===== src/rtl/fetch_cycle_ctrl.sv =====
// Instruction-fetch stage and IF/ID register: owns PCF and keeps one imem request in flight.
// A response is dropped after a redirect, or held in a buffer while Decode stalls.
module fetch_cycle_ctrl #(
    parameter logic [31:0] RESET_PC  = 32'h0000_0000,
    parameter logic [31:0] NOP_INSTR = 32'h0000_0013
) (
    input  logic        clock,
    input  logic        reset,
    input  logic        PCSrcE,
    input  logic [31:0] PCTargetE,
    input  logic        StallF,
    input  logic        StallD,
    input  logic        FlushD,
    output logic        imem_req,
    output logic [31:0] imem_addr,
    input  logic        imem_gnt,
    input  logic        imem_rvalid,
    input  logic [31:0] imem_rdata,
    output logic [31:0] InstrD,
    output logic [31:0] PCD,
    output logic [31:0] PCPlus4D,
    output logic        ValidD,
    output logic [1:0]  dbg_state_o
);
    // imem handshake: a request transfers in the cycle imem_req & imem_gnt are both high.
    // The single response is the one cycle where imem_rvalid is high while S_WAIT or S_DROP.
    typedef enum logic [1:0] {
        S_REQ  = 2'd0,
        S_WAIT = 2'd1,
        S_HOLD = 2'd2,
        S_DROP = 2'd3
    } state_t;

    state_t      state_q, state_d;
    logic [31:0] pcf_q, pcf_d;
    logic [31:0] hold_instr_q, hold_instr_d;
    logic [31:0] hold_pc_q, hold_pc_d;
    logic [31:0] instr_q, instr_d;
    logic [31:0] pcd_q, pcd_d;
    logic [31:0] pc4_q, pc4_d;
    logic        valid_q, valid_d;

    logic        deliver;
    logic        accept;
    logic [31:0] dlv_instr;
    logic [31:0] dlv_pc;

    always_comb begin
        state_d      = state_q;
        pcf_d        = pcf_q;
        hold_instr_d = hold_instr_q;
        hold_pc_d    = hold_pc_q;
        deliver      = 1'b0;
        dlv_instr    = hold_instr_q;
        dlv_pc       = hold_pc_q;
        accept       = ~StallD & ~FlushD;
        imem_req     = (state_q == S_REQ) & ~StallF & ~PCSrcE & ~reset;

        case (state_q)
            S_REQ: begin
                if (imem_req && imem_gnt) state_d = S_WAIT;
            end
            S_WAIT: begin
                if (PCSrcE) begin
                    state_d = imem_rvalid ? S_REQ : S_DROP;
                end else if (imem_rvalid) begin
                    deliver   = 1'b1;
                    dlv_instr = imem_rdata;
                    dlv_pc    = pcf_q;
                    if (accept) begin
                        state_d = S_REQ;
                    end else begin
                        state_d      = S_HOLD;
                        hold_instr_d = imem_rdata;
                        hold_pc_d    = pcf_q;
                    end
                end
            end
            S_HOLD: begin
                if (PCSrcE) begin
                    state_d = S_REQ;
                end else begin
                    deliver = 1'b1;
                    if (accept) state_d = S_REQ;
                end
            end
            S_DROP: begin
                if (imem_rvalid) state_d = S_REQ;
            end
            default: state_d = S_REQ;
        endcase

        // Redirect wins over StallF and over any sequential advance.
        if (PCSrcE) begin
            pcf_d = PCTargetE;
        end else if (deliver && accept) begin
            pcf_d = dlv_pc + 32'd4;
        end
    end

    always_comb begin
        instr_d = NOP_INSTR;
        pcd_d   = 32'd0;
        pc4_d   = 32'd0;
        valid_d = 1'b0;
        if (FlushD) begin
            instr_d = NOP_INSTR;
        end else if (StallD) begin
            instr_d = instr_q;
            pcd_d   = pcd_q;
            pc4_d   = pc4_q;
            valid_d = valid_q;
        end else if (deliver) begin
            instr_d = dlv_instr;
            pcd_d   = dlv_pc;
            pc4_d   = dlv_pc + 32'd4;
            valid_d = 1'b1;
        end
    end

    always_ff @(posedge clock or posedge reset) begin
        if (reset) begin
            state_q      <= S_REQ;
            pcf_q        <= RESET_PC;
            hold_instr_q <= 32'd0;
            hold_pc_q    <= 32'd0;
            instr_q      <= NOP_INSTR;
            pcd_q        <= 32'd0;
            pc4_q        <= 32'd0;
            valid_q      <= 1'b0;
        end else begin
            state_q      <= state_d;
            pcf_q        <= pcf_d;
            hold_instr_q <= hold_instr_d;
            hold_pc_q    <= hold_pc_d;
            instr_q      <= instr_d;
            pcd_q        <= pcd_d;
            pc4_q        <= pc4_d;
            valid_q      <= valid_d;
        end
    end

    assign imem_addr   = pcf_q;
    assign InstrD      = instr_q;
    assign PCD         = pcd_q;
    assign PCPlus4D    = pc4_q;
    assign ValidD      = valid_q;
    assign dbg_state_o = state_q;
endmodule


===== config.mk =====
export PLATFORM = sky130hd
export DESIGN_NAME = fetch_cycle_ctrl
export DESIGN_NICKNAME = d
export VERILOG_FILES = /design/src/rtl/fetch_cycle_ctrl.sv
export SDC_FILE = /design/constraint.sdc
export NUM_CORES = 1
export LEC_CHECK = 0
export ABC_CLOCK_PERIOD_IN_PS = 10120
export CORE_ASPECT_RATIO = 1.1
export CORE_MARGIN = 4
export CORE_UTILIZATION = 30
export CTS_CLUSTER_DIAMETER = 150
export DETAILED_ROUTE_END_ITERATION = 7
export GPL_TIMING_DRIVEN = 0
export PLACE_DENSITY = 0.51
export SLEW_MARGIN = 40
export SYNTH_ARGS = -nofsm -noshare
export SYNTH_HDL_FRONTEND = slang
export SYNTH_SLANG_ARGS = --single-unit

===== constraint.sdc =====
create_clock -name clock -period 10.12 [get_ports clock]
set_input_delay 1.012 -clock clock [delete_from_list [all_inputs] [get_ports clock]]
set_output_delay 1.012 -clock clock [all_outputs]
set_load 0.05 [all_outputs]

**After elaboration in Yosys (flattened, before gate mapping)**

Index checks and enable logic that the tools add are counted.

- Register bits: 195
- Memories kept: 0
- ROM bits: 0
- Bits in writable memories: 0
- Latch bits: 0

- Reductions and logical operators: 6
- Divide/modulo/power cells: 0
- Shifts and indexed selects: 0
- $add $sub $neg: 1
- Bitwise operators: 10
- Muxes and demuxes: 33
- Magnitude comparators: 0
- Equal/unequal tests: 8
- Multiply operators: 0

Operator list:

| kind | number |
|---|---|
| 32-bit 2-to-1 mux | 17 |
| 32-bit by 3-bit adder with 32-bit output, second input constant | 1 |
| 2-bit 2-to-1 mux | 8 |
| 2-bit one-hot mux with 4 select lines | 1 |
| 4-bit AND reduction | 2 |
| 1-bit 2-to-1 mux | 6 |
| 3-bit inequality test, second input constant | 2 |
| 1-bit inverter | 6 |
| 1-bit AND | 4 |
| 2-bit equality test, second input constant | 2 |
| 2-bit by 1-bit inequality test with 1-bit output, second input constant | 2 |
| 2-bit by 1-bit equality test with 1-bit output, second input constant | 1 |
| 1-bit logical AND | 2 |
| 2-bit zero test | 1 |
| 2-bit inequality test, second input constant | 1 |
| 1-bit one-hot mux with 2 select lines | 1 |
| 2-bit nonzero test | 1 |

**Logic depth before layout (Yosys ltp)**

- Word-level depth: 7
- Depth in mapped cells: 17
- Gate-level depth less buffers: 11

**Worst setup path after synthesis**

Ideal clock, no wire load.

- Path type: input to register
- Start point: in PCSrcE
- End point: reg pcf_q[16] (netlist: imem_addr[16])
- Stages on the path: 14
- Path buffers: 6
- Arrival time: 3,714 ps
- Library setup time: 137 ps
- Path slack: 6,269 ps
- Required time: 9,983 ps
- Cells stage by stage: and3b_1 > buf_2 > buf_2 > buf_2 > buf_2 > buf_2 > nand2_1 > nand2_1 > ha_1 > clkbuf_1 > inv_1 > a2111oi_0 > mux2i_1 > o311ai_1

- Word-level cells in the longest chain between the ends: 5
- Elaborated cells between the ends (all ways): 10
- Those cells by class: add/sub: 1; mux: 7; reduce/logical: 2

Ends and longest elaborated chain:

| element | RTL line | RTL |
|---|---|---|
| start, declared | 9 | `input logic PCSrcE,` |
| 32-bit 2-to-1 mux | 64 | `if (PCSrcE) begin` |
| 32-bit 2-to-1 mux | 59 | `case (state_q)` |
| 32-bit by 3-bit adder with 32-bit output | 97 | `pcf_d = dlv_pc + 32'd4;` |
| 32-bit 2-to-1 mux | 96 | `end else if (deliver && accept) begin` |
| 32-bit 2-to-1 mux | 94 | `if (PCSrcE) begin` |
| end signal, assigned | 133 | `pcf_q <= pcf_d;` |
| end, declared | 35 | `logic [31:0] pcf_q, pcf_d;` |

Several ways; a longest one is shown, not always the timed one. The select of a mux whose other input is x is not followed.
A chain may end at the register's enable or synchronous reset.

**Worst setup path after layout**

Ends and elaborated chain as after synthesis.

==> flow_summary_export.csv <==
group,metric,value,unit
outcome,status,"finished clean",
final_layout,drive_above_1_share,12.0,%
timing,period_share,53.9,%
global_route,track_usage,19.6,%
yosys,yosysWarnings,0,
clock_tree,cts_buffer_depth,2,
timing,setup_viol,0,
final_layout,fin_util,40.8,%
yosys,seq_area_frac_synth,51.9,%
final_layout,n_antenna_cell,0,
timing,rsz0062_at_grt,"false",
final_layout,nets,1194,
clock_tree,numCtsBuffers,17,
clock_tree,cts_num_sinks,193,
yosys,synth_compound_area_share,12.1,%
timing,finalHoldViolCount,0,
global_route,grt_pass1_vias,8009,
pwr,power_density,206,nW/um^2
clock_tree,post_cts_buffers,0,
clock_tree,cts_tree,"done",
yosys,synth_top_family_by_area,"multiplexers",
timing,setup_tns,0,ps
critical_path,critPathMaxFanout,10,
yosys,synth_area,9320,sq um
timing,tightest_slew,917,ps
route,ant_nets,0,
place,dp_slack,4320,ps
yosys,synth_xor_area_share,0.376,%
yosys,synth_edf_count,0,
critical_path,critPathRequiredTime,10420,ps
timing,min_period,5460,ps
yosys,yosysTopAreaCellShare,51.0,%
die,dieArea,33900,sq um
yosys,synthTopCellsByCount,"dfrtp_1, nand2_1, mux2i_1, mux2_2, o21ai_0",
timing,setup_ws,4660,ps
global_route,grt_pass1_wl,50400,um
yosys,ys_top_cells_by_area,"dfrtp_1, mux2_2, mux2i_1, nand2_1, o21ai_0",
place,gp_congestion,0.881,
global_route,antenna_found_initial,3,
place,numPortBuffers,203,
route,route.detailed.drc,0,
yosys,synth_nets,970,
yosys,synth_cells,892,
yosys,synth_area_per_cell,10.4,sq um
route,dr_total_vias,7848,
die,fp.dieH,193,um
route,routed_via_density,5.10,
place,dp_hpwl,24000,um
die,initial_core_util,30.5,%
critical_path,cp-end-kind,"flip-flop",
yosys,synth_mux_area_share,16.0,%
route,drt_iter0_drc,501,
final_layout,fill_cells,3065,
flow_run,drv_cap,0,
clock_tree,path_clk_slew,70,ps
timing,finalClockSkew,13.2,ps
min_path,hp-class,"reg2reg",
pwr,leakagePower,5.29,nW
critical_path,crit_path_start_kind,"primary input",
clock_tree,cts_repair_resize_count,0,
yosys,yosysMostFrequentCell,"dfrtp_1",
yosys,ys_types,57,
die,rows,67,
global_route,overflow,0,
route,wl_per_cell,21.5,um
die,die_x,176,um
yosys,yosys.area_share.simple,15.6,%
final_layout,syn2layout_area_growth,33.8,%
critical_path,critPathKind,"in2reg",
yosys,yosys.area.top_type,"dfrtp_1",
die,coreArea,30500,sq um
timing,slew_headroom,38.8,%
timing,max_freq,0.183,GHz
global_route,grt_max_degree,75,
route,firstDrtPassIters,5,
die,io_pins,204,
critical_path,crit_arrival,5750,ps
yosys,synth-adder-area-share,0.806,%
min_path,hold_depth,1,
critical_path,worstRegToRegCells,16,
critical_path,reg2reg_setup_slack,5100,ps
route,routed_wl,33100,um
clock_tree,htree_levels,4,
pwr,peakVddDrop,0.0969,mV
yosys,synth_flop_cell,"dfrtp_1",
clock_tree,hold_buffers,0,
clock_tree,cts_root_buf,"clkbuf_16",
timing,drv_slew,0,
clock_tree,clkLatencyLatePin,440,ps
yosys,ys_ff_latch,193,
yosys,async_flop_share,100,%
==> path summary, 6_finish.rpt <==
path	to	startpoint
min in group asynchronous	hold_instr_q[19]	reset
setup reg to reg	imem_addr[16]	dbg_state_o[1]
hold reg to reg	PCD[24]	PCD[24]
max in group asynchronous	imem_addr[21]	reset
hold / removal	PCD[24]	PCD[24]
setup / recovery	imem_addr[16]	PCSrcE
==> final cells by class <==
class                   count  area [sq um]  share of cell area, %
clock inverters            11          88.8                  0.713
well taps                 414           518                   4.16
clock buffers              17           425                   3.41
flip-flops and latches    193          4830                   38.8
multi-input cells         630          4210                   33.8
repair buffers            205          2090                   16.7
plain buffers              58           255                   2.05
inverters                  11          48.8                  0.391
==> report_power, final <==
group          leakage [nW]  switching [mW]  internal, mW
combinational          2.56           0.487         0.346
sequential             2.49           0.160         0.941
clock                 0.232           0.318         0.312
total                  5.29           0.965          1.60
==> worst max-delay path, stage by stage <==
cell,delay (ps)
clkdlybuf4s50_1,570
and3b_1,290
buf_2,250
buf_2,340
buf_2,390
buf_2,360
buf_2,420
nand2_1,90
nand2_1,100
ha_1,150
clkbuf_1,400
inv_1,230
a2111oi_0,660
mux2i_1,330
o311ai_1,130
==> cells in the final DEF, fill, tap and decap left out, drive strengths merged, types with 5 or more instances in the layout <==
cell           count
nor3              11
or3                6
or4               13
nand4             14
nor4               9
buf               25
clkdlybuf4s50    203
o31ai             10
and3              13
nor2              26
mux2i             74
nor2b             10
dfrtp            190
a21o              22
ha                 6
clkbuf            52
a21oi             30
nand3             23
nand2            166
inv               14
clkinvlp           6
mux2              67
o211ai             8
o21ai             52
a31oi              9
a221oi             9
a22oi              5
==> state kept, by name, indices dropped and copies added, names as in the netlist <==
name and count:
hold_pc_q 32, PCPlus4D 30, ValidD 1, dbg_state_o 2, imem_addr 32, PCD 32
InstrD 32, hold_instr_q 32
==> kinds of logic after synthesis <==
group | Yosys count
compound gates | 172
xor+xnor | 4
fa+ha+maj | 6
buf+inv | 69
flops | 193
mux | 141
simple gates | 307
==> routing by layer <==
| layer | part of all wire, % | vias up | track usage [%] | wire length [um] |
|---|---|---|---|---|
| met5 | 0.10 | - | 0 | 34 |
| met4 | 2.4 | 6 | 6.00 | 795 |
| met3 | 7.4 | 45 | 5.88 | 2440 |
| met2 | 46 | 265 | 31.3 | 15300 |
| met1 | 44 | 3870 | 25.8 | 14600 |
| li1 | - | 3662 | - | - |
==> per-stage QoR <==
step / cells / power (mW) / instance area, sq um / hold WS, ps
floorplan: 892 / 1.64 / 9320 / 477
global placement: 1509 / 1.93 / 11900 / 463
detailed placement: 1511 / 1.95 / 11900 / 466
CTS: 1539 / 2.59 / 12500 / 482
global route: 1539 / 2.71 / 12500 / 507
finish: 1539 / 2.56 / 12500 / 476
(Power assumes the default switching activity.)
